File: config.mk
export PLATFORM = sky130hd
export DESIGN_NAME = prog_loader
export DESIGN_NICKNAME = d
export VERILOG_FILES = /design/src/rtl/loader_pkg.sv /design/src/rtl/word_assembler.sv /design/src/rtl/prog_loader.sv
export SDC_FILE = /design/constraint.sdc
export NUM_CORES = 1
export LEC_CHECK = 0
export CORE_MARGIN = 2
export CORE_UTILIZATION = 53
export CTS_BUF_LIST = sky130_fd_sc_hd__clkbuf_16
export DETAILED_ROUTE_END_ITERATION = 6
export GPL_ROUTABILITY_DRIVEN = 1
export PLACE_DENSITY_LB_ADDON = 0.1
export SLEW_MARGIN = 10
export SYNTH_ARGS = -nofsm -noshare
export SYNTH_HDL_FRONTEND = slang
export SYNTH_SLANG_ARGS = --single-unit
File: constraint.sdc
create_clock -name clk -period 10.15 [get_ports clk]
set_clock_uncertainty 0.1 [all_clocks]
set_input_delay 2.03 -clock clk [delete_from_list [all_inputs] [get_ports clk]]
set_output_delay 2.03 -clock clk [all_outputs]
set_load 0.03 [all_outputs]
File: src/rtl/loader_pkg.sv
// Shared types and sizing constants for the program loader.
// The loader streams bytes into 32-bit words and writes them to instruction memory.
package loader_pkg;

   localparam int DEFAULT_DEPTH  = 64;
   localparam int MAX_DEPTH      = 64;
   localparam int LEN_W          = 7;
   localparam int IDX_W          = 6;
   localparam int BYTES_PER_WORD = 4;

   typedef enum logic [1:0] {
      IDLE  = 2'd0,
      RECV  = 2'd1,
      WRITE = 2'd2,
      DONE  = 2'd3
   } state_t;

   // Word index to byte address; the low two bits are always zero.
   function automatic logic [31:0] word_addr(input logic [IDX_W-1:0] idx);
      return {{(32-IDX_W-2){1'b0}}, idx, 2'b00};
   endfunction

endpackage

File: src/rtl/word_assembler.sv
// Packs accepted bytes big-endian into a 32-bit word; the first byte lands in [31:24].
// word_next presents the complete word in the same cycle the fourth byte is accepted.
module word_assembler
   import loader_pkg::*;
(
   input  logic        clk,
   input  logic        reset_n,
   input  logic        clear,
   input  logic        accept,
   input  logic [7:0]  byte_data,
   output logic        word_done,
   output logic [31:0] word_next
);

   localparam int LANES = BYTES_PER_WORD - 1;

   // lane_reg[0] holds the most recently accepted byte; older bytes move up.
   logic [7:0] lane_reg [LANES];
   logic [1:0] count_reg;

   always_ff @(posedge clk) begin
      if (!reset_n || clear) begin
         count_reg <= 2'd0;
      end else if (accept) begin
         count_reg <= count_reg + 2'd1;
      end
   end

   generate
      for (genvar gi = 0; gi < LANES; gi++) begin : g_lane
         if (gi == 0) begin : g_first
            always_ff @(posedge clk) begin
               if (!reset_n || clear) begin
                  lane_reg[gi] <= 8'd0;
               end else if (accept) begin
                  lane_reg[gi] <= byte_data;
               end
            end
         end else begin : g_shift
            always_ff @(posedge clk) begin
               if (!reset_n || clear) begin
                  lane_reg[gi] <= 8'd0;
               end else if (accept) begin
                  lane_reg[gi] <= lane_reg[gi-1];
               end
            end
         end
      end
   endgenerate

   assign word_done = accept && (count_reg == 2'd3);
   assign word_next = {lane_reg[2], lane_reg[1], lane_reg[0], byte_data};

endmodule

File: src/rtl/prog_loader.sv
// Loads a program byte stream into word memory while holding the CPU in reset,
// then releases cpu_reset together with a one-cycle done pulse.
module prog_loader
   import loader_pkg::*;
#(
   parameter int DEPTH = DEFAULT_DEPTH
) (
   input  logic              clk,
   input  logic              reset_n,
   input  logic              start,
   input  logic [LEN_W-1:0]  len,
   input  logic              byte_valid,
   input  logic [7:0]        byte_data,
   output logic              byte_ready,
   output logic              mem_we,
   output logic [31:0]       mem_a,
   output logic [31:0]       mem_wd,
   output logic              cpu_reset,
   output logic              busy,
   output logic              done,
   output logic              err
);

   localparam logic [LEN_W-1:0] DEPTH_LEN = LEN_W'(DEPTH);

   state_t            state_reg;
   logic [LEN_W-1:0]  len_reg;
   logic [IDX_W-1:0]  index_reg;

   logic              len_ok;
   logic              take_start;
   logic              accept;
   logic              word_done;
   logic [31:0]       word_next;
   logic              last_word;

   assign len_ok     = (len != '0) && (len <= DEPTH_LEN);
   assign take_start = (state_reg == IDLE) && start && len_ok;
   // byte_ready is registered and high exactly while in RECV.
   assign accept     = byte_valid && byte_ready;
   assign last_word  = ({1'b0, index_reg} == (len_reg - LEN_W'(1)));

   word_assembler u_asm (
      .clk       (clk),
      .reset_n   (reset_n),
      .clear     (take_start),
      .accept    (accept),
      .byte_data (byte_data),
      .word_done (word_done),
      .word_next (word_next)
   );

   always_ff @(posedge clk) begin
      if (!reset_n) begin
         state_reg  <= IDLE;
         len_reg    <= '0;
         index_reg  <= '0;
         byte_ready <= 1'b0;
         mem_we     <= 1'b0;
         mem_a      <= '0;
         mem_wd     <= '0;
         cpu_reset  <= 1'b1;
         busy       <= 1'b0;
         done       <= 1'b0;
         err        <= 1'b0;
      end else begin
         mem_we <= 1'b0;
         done   <= 1'b0;
         err    <= 1'b0;
         case (state_reg)
            IDLE: begin
               if (start) begin
                  if (len_ok) begin
                     len_reg    <= len;
                     index_reg  <= '0;
                     state_reg  <= RECV;
                     byte_ready <= 1'b1;
                     busy       <= 1'b1;
                     cpu_reset  <= 1'b1;
                  end else begin
                     err <= 1'b1;
                  end
               end
            end
            RECV: begin
               if (word_done) begin
                  state_reg  <= WRITE;
                  byte_ready <= 1'b0;
                  mem_we     <= 1'b1;
                  mem_a      <= word_addr(index_reg);
                  mem_wd     <= word_next;
               end
            end
            WRITE: begin
               // len never exceeds DEPTH, so the index stops before it could wrap.
               if (last_word) begin
                  state_reg <= DONE;
                  busy      <= 1'b0;
                  done      <= 1'b1;
                  cpu_reset <= 1'b0;
               end else begin
                  index_reg  <= index_reg + IDX_W'(1);
                  state_reg  <= RECV;
                  byte_ready <= 1'b1;
               end
            end
            DONE: begin
               state_reg <= IDLE;
            end
            default: begin
               state_reg <= IDLE;
            end
         endcase
      end
   end

endmodule

==> results of run 1 <==
==> critical path: cells and delay by family <==
| family | cells | cell delay [ns] |
|---|---|---|
| buffers and inverters | 1 | 0.42 |
| and+or+nand+nor | 4 | 2.33 |
| AOI/OAI and AO/OA | 1 | 0.28 |
==> path summary, 6_finish.rpt <==
check / start / end / cells after the start
max: len[0] / u_asm.lane_reg[1][2]$_SDFFCE_PN0P_ / 6
min: mem_a[7]$_SDFFE_PN0P_ / mem_a[7]$_SDFFE_PN0P_ / 2
max reg2reg: state_reg[0]$_SDFFE_PN0P_ / u_asm.lane_reg[1][2]$_SDFFCE_PN0P_ / 4
min reg2reg: mem_a[7]$_SDFFE_PN0P_ / mem_a[7]$_SDFFE_PN0P_ / 2
==> cell type report <==
| cell class | instances | area share [%] |
|---|---|---|
| Tap cell | 77 | 2.19 |
| Multi-Input combinational cell | 260 | 31.8 |
| Sequential cell | 85 | 44.1 |
| Timing Repair Buffer | 65 | 14.6 |
| Clock inverter | 6 | 1.22 |
| Inverter | 6 | 0.511 |
| Clock buffer | 10 | 5.68 |
==> per-layer routing <==
layer | part of all wire, % | track usage (%) | vias up
li1 | - | - | 1297
met1 | 47 | 25.6 | 1189
met3 | 5.6 | 6.26 | 8
met4 | 1.4 | 5.63 | 0
met2 | 46 | 29.5 | 84
met5 | 0 | 0 | -
==> per-stage QoR <==
| stage | hold slack, ns | utilization [%] | std cells | worst slack, ns |
|---|---|---|---|---|
| 2_1_floorplan | 0.337 | - | 395 | 5.51 |
| 3_3_place_gp | 0.341 | 63.9 | 493 | 4.62 |
| 3_5_place_dp | 0.346 | 63.9 | 493 | 4.53 |
| 4_1_cts | 0.354 | 68.6 | 509 | 4.88 |
| 5_1_grt | 0.371 | 68.6 | 509 | 4.78 |
| 6_report | 0.351 | 68.6 | 509 | 4.92 |
==> synthesized netlist by cell type (all sizes together) <==
cell type / n / area, um2
o41ai: 1 / 8.76
xor2: 3 / 26.3
nor2: 15 / 63.8
nand4: 2 / 12.5
nand2b: 3 / 18.8
a21o: 1 / 8.76
inv: 6 / 22.5
a21oi: 46 / 230
nor4: 4 / 25.0
dfxtp: 61 / 1220
o21ai: 5 / 25.0
or3: 4 / 26.3
o31ai: 3 / 22.5
nor3b: 2 / 15.0
o211ai: 2 / 15.0
o31a: 1 / 8.76
nand2: 84 / 332
ha: 3 / 37.5
xnor2: 5 / 43.8
and2: 26 / 195
or4: 2 / 18.8
conb: 1 / 3.75
or3b: 1 / 8.76
nor2b: 1 / 6.26
or2b: 2 / 17.5
clkbuf: 13 / 48.8
nand3: 5 / 25.0
buf: 31 / 248
edfxtp: 24 / 721
mux2i: 7 / 70.1
a32oi: 1 / 8.76
nor3: 4 / 20.0
a21boi: 1 / 7.51
==> logic make-up after synthesis <==
family,after synthesis
other,1
buffers and inverters,50
xor gates and xnor gates,8
DFF,85
adders and majority gates,3
and+or+nand+nor,155
muxes,7
AOI/OAI and AO/OA,61
==> power groups by stage <==
stage	Combinational, mW	Clock (mW)	Sequential (mW)
2_1_floorplan	0.0441	0	0.371
3_5_place_dp	0.0514	0	0.372
5_1_grt	0.0561	0.346	0.366
4_1_cts	0.0516	0.329	0.364
6_report	0.0515	0.323	0.364
3_3_place_gp	0.0505	0	0.371
==> placed cells by master, fill, tap and decap left out, types with 3 or more instances in the layout <==
cell,synthesis,layout
nand2_1,83,83
clkdlybuf4s50_1,0,62
dfxtp_1,61,61
a21oi_1,46,46
conb_1,1,26
edfxtp_1,24,24
nor2_1,14,14
and2_1,13,13
and2_4,13,13
clkbuf_16,0,10
inv_1,5,7
mux2i_1,7,7
xnor2_1,5,5
nand3_1,5,5
o21ai_0,5,5
nor4_1,4,4
nor3_1,4,4
xor2_1,3,3
nand2b_1,3,3
o31ai_1,3,3
or3_1,3,3
ha_1,3,3
buf_4,27,3
==> impl_results.md, run 1 <==
- Status: completed
- Sequential area share after synthesis: 54.5%
- Peak VDD IR: 0.139 mV
- Mux contribution to synthesized area: 1.97%
- N_diodes: 0
- Post-Synth Simple-Gate Area: 22.0%
- Avg Inst Size Synth: 9.63 um2
- Pwr Density: 168 nW/um2
- Total congestion overflow: 0
- Seq pwr share: 49.3%
- CTS tree: yes
- CP max FO: 24
- Area of the core: 6420 um2
- Starting density of the core: 55.5%
- Clock share of power: 43.7%
- Fmax achieved: 191 MHz
- DPL Wire Length: 4420 um
- Area delta synth->final: 23.7%
- CP peak stage delay: 0.78 ns
- Total number of vias: 2578
- # setup viols final: 0
- Yosys cell types: 40
- Vias in the first global route: 2403
- Cell Rows: 29
- Setup TNS: 0 ns
- Sequential Area: 1940 um2
- 1st-iter DRT viols: 141
- CTS clk-pin slew, worst paths: 0.06 ns
- Die height: 86.0 um
- RSZ-0062 raised after global routing: no
- Critical-path cell list: clkdlybuf4s50_1 -> or4_4 -> o31a_1 -> or4_1 -> and2_1 -> nand2_1
- Largest register FFs: 32
- WP data required: 9.99 ns
- Final Hold Viols: 0
- DRC viols: 0
- Worst-skew pair later-pin latency: 0.32 ns
- Initial antenna violation count: 0
- Worst slew pin tran: 0.950 ns
- Num CTS Buffers: 9
- Slowest-stage cell, CP: or4_1
- Post-synthesis compound-gate area fraction: 9.41%
- Largest family of logic cells by synthesized area: simple AND/OR/NAND/NOR gates
- CTS root buf: clkbuf_16
- Post-DP Area: 4100 um2
- Synth Area in XOR/XNOR: 1.97%
- Max-cap violations: 0
- Part of the power in combinational logic: 7.0%
- CTS Buffer Depth: 2
- Cell internal pwr: 0.579 mW
- Synth Warn #: 0
- Final GP Congestion: 0.855
- Antenna viol nets, final: 0
- Adder-cell share of the synthesized area: 1.05%
- Slew Limit Fails: 0
- Relative max-transition margin: 36.5%
- Switching Fraction: 21.7%
- Total power: 0.739 mW
- Post-CTS resize count: 0
- Largest net degree at the start of global routing: 54
- Die Wd: 86.0 um
- WL/cell: 12.9 um
- Number of fill cells: 494
- Non-Filler Cell Area, Final: 4410 um2
- Area of the multi-input gates: 1400 um2
- Syn Inst Count: 370
- CTS Sinks: 85
- Crit. End Element: flop
- Drt first pass iters: 4
- Final wirelength: 6590 um
- Net Sw Power: 0.160 mW
- Final nets: 449
- Seq cells post-synth: 85
- DR vias/cell: 5.06
- Synthesized cell area: 3560 um2
- GRT Total Usage: 19.1%
- # H-tree levels: 3
- Share of layout cells above drive strength 1: 9.03%
- Tmin final: 5.23 ns
- Leak Pwr: 1.63 nW
- Kind of critical path: input pin to flop
- R2r setup slk: 7.21 ns
- Post-CTS setup buffer count: 0
- # port buffers: 62
- Kind of start point of the critical path: input pin
- Die ar.: 7390 um2
- Hold buffer count at CTS: 0
- Io pins: 89
- Hold Path Class: flop to flop
- Tcrit/Tclk final: 51.6%
- Data arrival, critical path: 5.08 ns
- First-pass GRT wire length: 11200 um
(Power assumes the default switching activity.)
==> inputs of run 2 (changes only) <==
--- a/config.mk
+++ b/config.mk
@@ -6,7 +6,7 @@
 export NUM_CORES = 1
 export LEC_CHECK = 0
 export CORE_MARGIN = 2
-export CORE_UTILIZATION = 53
+export CORE_UTILIZATION = 49
 export CTS_BUF_LIST = sky130_fd_sc_hd__clkbuf_16
 export DETAILED_ROUTE_END_ITERATION = 6
 export GPL_ROUTABILITY_DRIVEN = 1
==> constraint.sdc (replaced) <==
create_clock -name clk -period 4.9 [get_ports clk]
set_clock_uncertainty 0.1 [all_clocks]
set_input_delay 0.98 -clock clk [delete_from_list [all_inputs] [get_ports clk]]
set_output_delay 0.98 -clock clk [all_outputs]
set_load 0.03 [all_outputs]
==> run 2 against run 1 <==
Sequential power up 110%. Die area increased by 7.8%. Power is 110% higher. Non-clock buffer count did not move. Sequential share of layout area shrank 0.38 points. Hold slack hardly changed. Utilization decreased by 6.3 points. Via count fell by 1.6%. Critical path type unchanged.
==> impl_results.md, run 2 (same netlist as run 1, synthesis figures left out) <==
- Largest net degree at the start of global routing: 54 (unchanged)
- Final Hold Viols: 0 (unchanged)
- Placed Cells: 515 (was 493)
- Worst slew pin tran: 1.11 ns (was 0.950 ns)
- Starting density of the core: 49.9% (was 55.5%)
- Area delta synth->final: 24.8% (was 23.7%)
- Tmin final: 3.81 ns
- Hold Path Class: flop to flop (unchanged)
- DRC viols: 0 (unchanged)
- Part of the power in combinational logic: 6.8% (was 7.0%)
- WL/cell: 12.5 um (was 12.9 um)
- Leak Pwr: 1.64 nW (was 1.63 nW)
- Top sig layer: met4 (unchanged)
- CTS Sinks: 85 (unchanged)
- # port buffers: 62 (unchanged)
- Share of layout cells above drive strength 1: 9.26% (was 9.03%)
- DR vias/cell: 4.78 (was 5.06)
- Io pins: 89 (unchanged)
- Place WS: 0.782 ns (was 4.53 ns)
- Area of the core: 7140 um2 (was 6420 um2)
- Total congestion overflow: 0 (unchanged)
- First-pass GRT wire length: 11100 um (was 11200 um)
- Final GP Congestion: 0.756 (was 0.855)
- Tcrit/Tclk final: 77.8%
- Clock share of power: 45.2% (was 43.7%)
- Pwr Density: 354 nW/um2 (was 168 nW/um2)
- DPL Wire Length: 4370 um (was 4420 um)
- Length of routed met3 wiring: 278 um (was 368 um)
- Die ar.: 7970 um2 (was 7390 um2)
- Kind of critical path: input pin to flop (unchanged)
- Relative max-transition margin: 25.2% (was 36.5%)
- GRT Total Usage: 18.3% (was 19.1%)
- Commonest non-fill, non-tap cells in the layout: nand2_1, clkdlybuf4s50_1, dfxtp_1 (unchanged)
- Peak VDD IR: 0.190 mV (was 0.139 mV)
- Net Sw Power: 0.349 mW (was 0.160 mW)
- 1st-iter DRT viols: 110 (was 141)
- Kind of start point of the critical path: input pin (unchanged)
- Slew Limit Fails: 0 (unchanged)
- Drt first pass iters: 4 (unchanged)
- Total number of vias: 2536 (was 2578)
- CP max FO: 24 (unchanged)
- Non-Filler Instances: 531 (was 509)
- Initial antenna violation count: 0 (unchanged)
- Seq pwr share: 48.0% (was 49.3%)
- Fmax achieved: 262 MHz
- Status: completed (unchanged)
- CTS clk-pin slew, worst paths: 0.06 ns (about the same)
- CTS root buf: clkbuf_16 (unchanged)
- Hold buffer count at CTS: 0 (unchanged)
- Antenna viol nets, final: 0 (unchanged)
- Setup TNS: 0 ns (unchanged)
- Worst-skew pair later-pin latency: 0.33 ns (was 0.32 ns)
- CTS tree: yes (unchanged)
- # setup viols final: 0 (unchanged)
- # H-tree levels: 3 (unchanged)
- Crit. End Element: flop (unchanged)
- Metal2 WL: 2960 um (was 3030 um)
- Cell internal pwr: 1.22 mW (was 0.579 mW)
- CTS Buffer Depth: 2 (unchanged)
- Num CTS Buffers: 9 (unchanged)
- Met1 WL: 3260 um (was 3100 um)
- Non-Filler Cell Area, Final: 4450 um2 (was 4410 um2)
- Worst setup margin: 1.09 ns (was 4.92 ns)
- Die Wd: 89.3 um (was 86.0 um)
- RSZ-0062 raised after global routing: no (unchanged)
- Largest register FFs: 32 (unchanged)
- Vias in the first global route: 2253 (was 2403)
- Post-CTS setup buffer count: 0 (unchanged)
- Max-cap violations: 0 (unchanged)
- Final nets: 449 (unchanged)
- Die height: 89.3 um (was 86.0 um)
- Switching Fraction: 22.2% (was 21.7%)
- WP data required: 4.80 ns (was 9.99 ns)
- Data arrival, critical path: 3.72 ns (was 5.08 ns)
- Most common cell after layout, fill and taps aside: nand2_1 (unchanged)
- Post-DP Area: 4130 um2 (was 4100 um2)
- N_diodes: 0 (unchanged)
- Cell Rows: 31 (was 29)
- Post-CTS resize count: 0 (unchanged)
- Final wirelength: 6630 um (was 6590 um)
==> run 2: final timing paths <==
check                           from                                  to  slack [ns]  cells after the start
max                           len[0]  u_asm.lane_reg[0][3]$_SDFFCE_PN0P_        1.09                      7
min reg2reg  mem_wd[27]$_SDFFE_PN0P_             mem_wd[27]$_SDFFE_PN0P_        0.35                      2
max reg2reg  len_reg[0]$_SDFFE_PN0P_           index_reg[4]$_SDFFE_PN0P_        1.95                      8
min          mem_wd[27]$_SDFFE_PN0P_             mem_wd[27]$_SDFFE_PN0P_        0.35                      2
==> run 2: worst max-delay path: stages <==
cell and delay [ns]:
clkdlybuf4s50_1 0.42, or4_4 0.55, o31a_1 0.29, or4_1 0.80, and2_1 0.30, nand2_1 0.06
buf_4 0.31
==> run 2: power by group through the flow <==
stage                     registers (mW)  logic, mW  clock network (mW)
after global routing               0.757      0.119               0.751
after detailed placement           0.770      0.107                   0
final                              0.755      0.107               0.711
after CTS                          0.755      0.107               0.722
after floorplan                    0.769     0.0914                   0
after global placement             0.770      0.106                   0
==> run 2: cell type report <==
class                      count  area [um2]
clock inverter                 7        90.1
inverter                       6        22.5
tap                           99         124
timing repair buffer          65         643
multi-input combinational    260        1400
sequential                    85        1940
fill                         619        2690
clock buffer                   9         225
==> run 2: stage by stage <==
step / hold WS (ns) / utilization (%) / power, mW
finish: 0.351 / 62.3 / 1.57
global route: 0.368 / 62.3 / 1.63
CTS: 0.354 / 62.3 / 1.58
detailed placement: 0.346 / 57.9 / 0.876
global placement: 0.342 / 57.9 / 0.876
floorplan: 0.337 / - / 0.861
==> run 2: metal layers <==
layer	GRT usage, %	up-vias
met2	27.1	65
met5	0	-
met3	3.79	10
li1	-	1300
met1	25.8	1161
met4	8.68	0
==> inputs of run 3 (changes only) <==
--- a/config.mk
+++ b/config.mk
@@ -6,7 +6,7 @@
 export NUM_CORES = 1
 export LEC_CHECK = 0
 export CORE_MARGIN = 2
-export CORE_UTILIZATION = 49
+export CORE_UTILIZATION = 44
 export CTS_BUF_LIST = sky130_fd_sc_hd__clkbuf_16
 export DETAILED_ROUTE_END_ITERATION = 6
 export GPL_ROUTABILITY_DRIVEN = 1
==> constraint.sdc (replaced) <==
create_clock -name clk -period 3.3 [get_ports clk]
set_clock_uncertainty 0.1 [all_clocks]
set_input_delay 0.66 -clock clk [delete_from_list [all_inputs] [get_ports clk]]
set_output_delay 0.66 -clock clk [all_outputs]
set_load 0.03 [all_outputs]
==> run 3 against run 2 <==
Via count is 1.3% higher. Sequential power grew 48%. Combinational power up 57%. Largest power group unchanged.
==> impl_results.md, run 3 (same netlist as run 1, synthesis figures left out) <==
- Data arrival, critical path: 3.31 ns (was 3.72 ns)
- Area of the multi-input gates: 1400 um2 (unchanged)
- CTS tree: yes (unchanged)
- DR vias/cell: 4.74 (was 4.78)
- # port buffers: 62 (unchanged)
- Io pins: 89 (unchanged)
- CTS clk-pin slew, worst paths: 0.06 ns (about the same)
- Total power: 2.16 mW (was 1.57 mW)
- Largest net degree at the start of global routing: 54 (unchanged)
- Antenna viol nets, final: 0 (unchanged)
- Kind of critical path: input pin to flop (unchanged)
- Worst-skew pair later-pin latency: 0.32 ns (was 0.33 ns)
- Fmax achieved: 317 MHz
- Status: completed (unchanged)
- Number of fill cells: 721 (was 619)
- Relative max-transition margin: 40.5% (was 25.2%)
- Vias in the first global route: 2368 (was 2253)
- Hold Path Class: flop to flop (unchanged)
- Slew Limit Fails: 0 (unchanged)
- Max-cap violations: 0 (unchanged)
- Non-Filler Instances: 542 (was 531)
- Total congestion overflow: 0 (unchanged)
- CP max FO: 8 (was 24)
- CTS Buffer Depth: 2 (unchanged)
- Share of layout cells above drive strength 1: 10.7% (was 9.26%)
- Peak VDD IR: 0.307 mV (was 0.190 mV)
- Kind of start point of the critical path: input pin (unchanged)
- 1st-iter DRT viols: 88 (was 110)
- Die Wd: 94.0 um (was 89.3 um)
- RSZ-0062 raised after global routing: no (unchanged)
- WL/cell: 12.5 um (about the same)
- Final Hold Viols: 0 (unchanged)
- Cell Rows: 32 (was 31)
- Most common cell after layout, fill and taps aside: nand2_1 (unchanged)
- DRC viols: 0 (unchanged)
- Hold buffer count at CTS: 0 (unchanged)
- Worst slew pin tran: 0.891 ns (was 1.11 ns)
- Post-CTS resize count: 0 (unchanged)
- Commonest non-fill, non-tap cells in the layout: nand2_1, clkdlybuf4s50_1, dfxtp_1 (unchanged)
- Final GP Congestion: 0.769 (was 0.756)
- Largest register FFs: 32 (unchanged)
- Area of the core: 7770 um2 (was 7140 um2)
- WP data required: 3.46 ns (was 4.80 ns)
- Starting density of the core: 45.9% (was 49.9%)
- Num CTS Buffers: 9 (unchanged)
- CTS Sinks: 85 (unchanged)
- CTS root buf: clkbuf_16 (unchanged)
- Area delta synth->final: 25.4% (was 24.8%)
- Die height: 94.0 um (was 89.3 um)
- Leak Pwr: 1.65 nW (was 1.64 nW)
- # H-tree levels: 3 (unchanged)
- Drt first pass iters: 4 (unchanged)
- Post-CTS setup buffer count: 0 (unchanged)
- First-pass GRT wire length: 11300 um (was 11100 um)
- # setup viols final: 0 (unchanged)
- Sequential Area: 1940 um2 (unchanged)
- Pwr Density: 483 nW/um2 (was 354 nW/um2)
- Placed Cells: 526 (was 515)
- Final nets: 457 (was 449)
- Initial antenna violation count: 0 (unchanged)
- Tcrit/Tclk final: 95.6%
- N_diodes: 0 (unchanged)
- GRT Total Usage: 16.5% (was 18.3%)
- Die ar.: 8830 um2 (was 7970 um2)
- Crit. End Element: flop (unchanged)
- Total number of vias: 2570 (was 2536)
- DPL Wire Length: 4720 um (was 4370 um)
- Tmin final: 3.15 ns
- Final wirelength: 6790 um (was 6630 um)
run 3: cell types whose count changed in the layout (fill, tap and decap cells not counted):
cell | before | now
buf_12 | 0 | 1
buf_4 | 3 | 10
bufinv_16 | 2 | 0
inv_6 | 1 | 0
clkinvlp_4 | 0 | 1
clkinv_4 | 1 | 0
clkinv_2 | 1 | 3
clkinv_1 | 1 | 2
run 3: worst max-delay path, cell delays in order:
cell and delay [ns]:
clkdlybuf4s50_1 0.43, or4_4 0.55, o31a_1 0.28, o31ai_1 0.45, o31ai_1 0.30, or3_2 0.50, a21oi_1 0.14
run 3: cell type report:
class | count | share of cell area [%]
flip-flops and latches | 85 | 43.5
multi-input cells | 260 | 31.3
repair buffers | 73 | 16.0
clock buffers | 9 | 5.04
well taps | 102 | 2.86
clock inverters | 7 | 0.756
inverters | 6 | 0.504
run 3: metrics by stage:
stage	setup slack [ns]	hold WS (ns)	utilization [%]	cell area, um2	setup TNS [ns]
2_1_floorplan	0.0259	0.337	-	3660	0
3_3_place_gp	-0.107	0.341	54.2	4210	-0.125
3_5_place_dp	-0.143	0.346	54.2	4210	-0.215
4_1_cts	0.182	0.354	57.5	4470	0
5_1_grt	0.0819	0.374	57.5	4470	0
6_report	0.145	0.350	57.5	4470	0
run 3: power by group:
| group | internal [mW] | total, mW | switching (mW) |
|---|---|---|---|
| Clock | 0.497 | 0.871 | 0.374 |
| Sequential | 1.10 | 1.12 | 0.0181 |
| Combinational | 0.0617 | 0.168 | 0.106 |
| Total | 1.66 | 2.16 | 0.498 |
run 3: final timing paths:
path	slack, ns	from	cells past startpoint	endpoint
worst min register to register	0.35	mem_wd[11]$_SDFFE_PN0P_	2	mem_wd[11]$_SDFFE_PN0P_
worst min-delay path	0.35	mem_wd[11]$_SDFFE_PN0P_	2	mem_wd[11]$_SDFFE_PN0P_
worst max register to register	0.58	len_reg[0]$_SDFFE_PN0P_	9	index_reg[3]$_SDFFE_PN0P_
worst max-delay path	0.15	len[0]	7	index_reg[3]$_SDFFE_PN0P_
run 3: per-layer routing:
layer  up-vias  wire, um  global-route usage, %
li1       1314         -                      -
met1      1175      3380                   22.8
met2        73      3030                   25.1
met3         8       307                   4.25
met4         0        76                   5.80
met5         -         0                      0
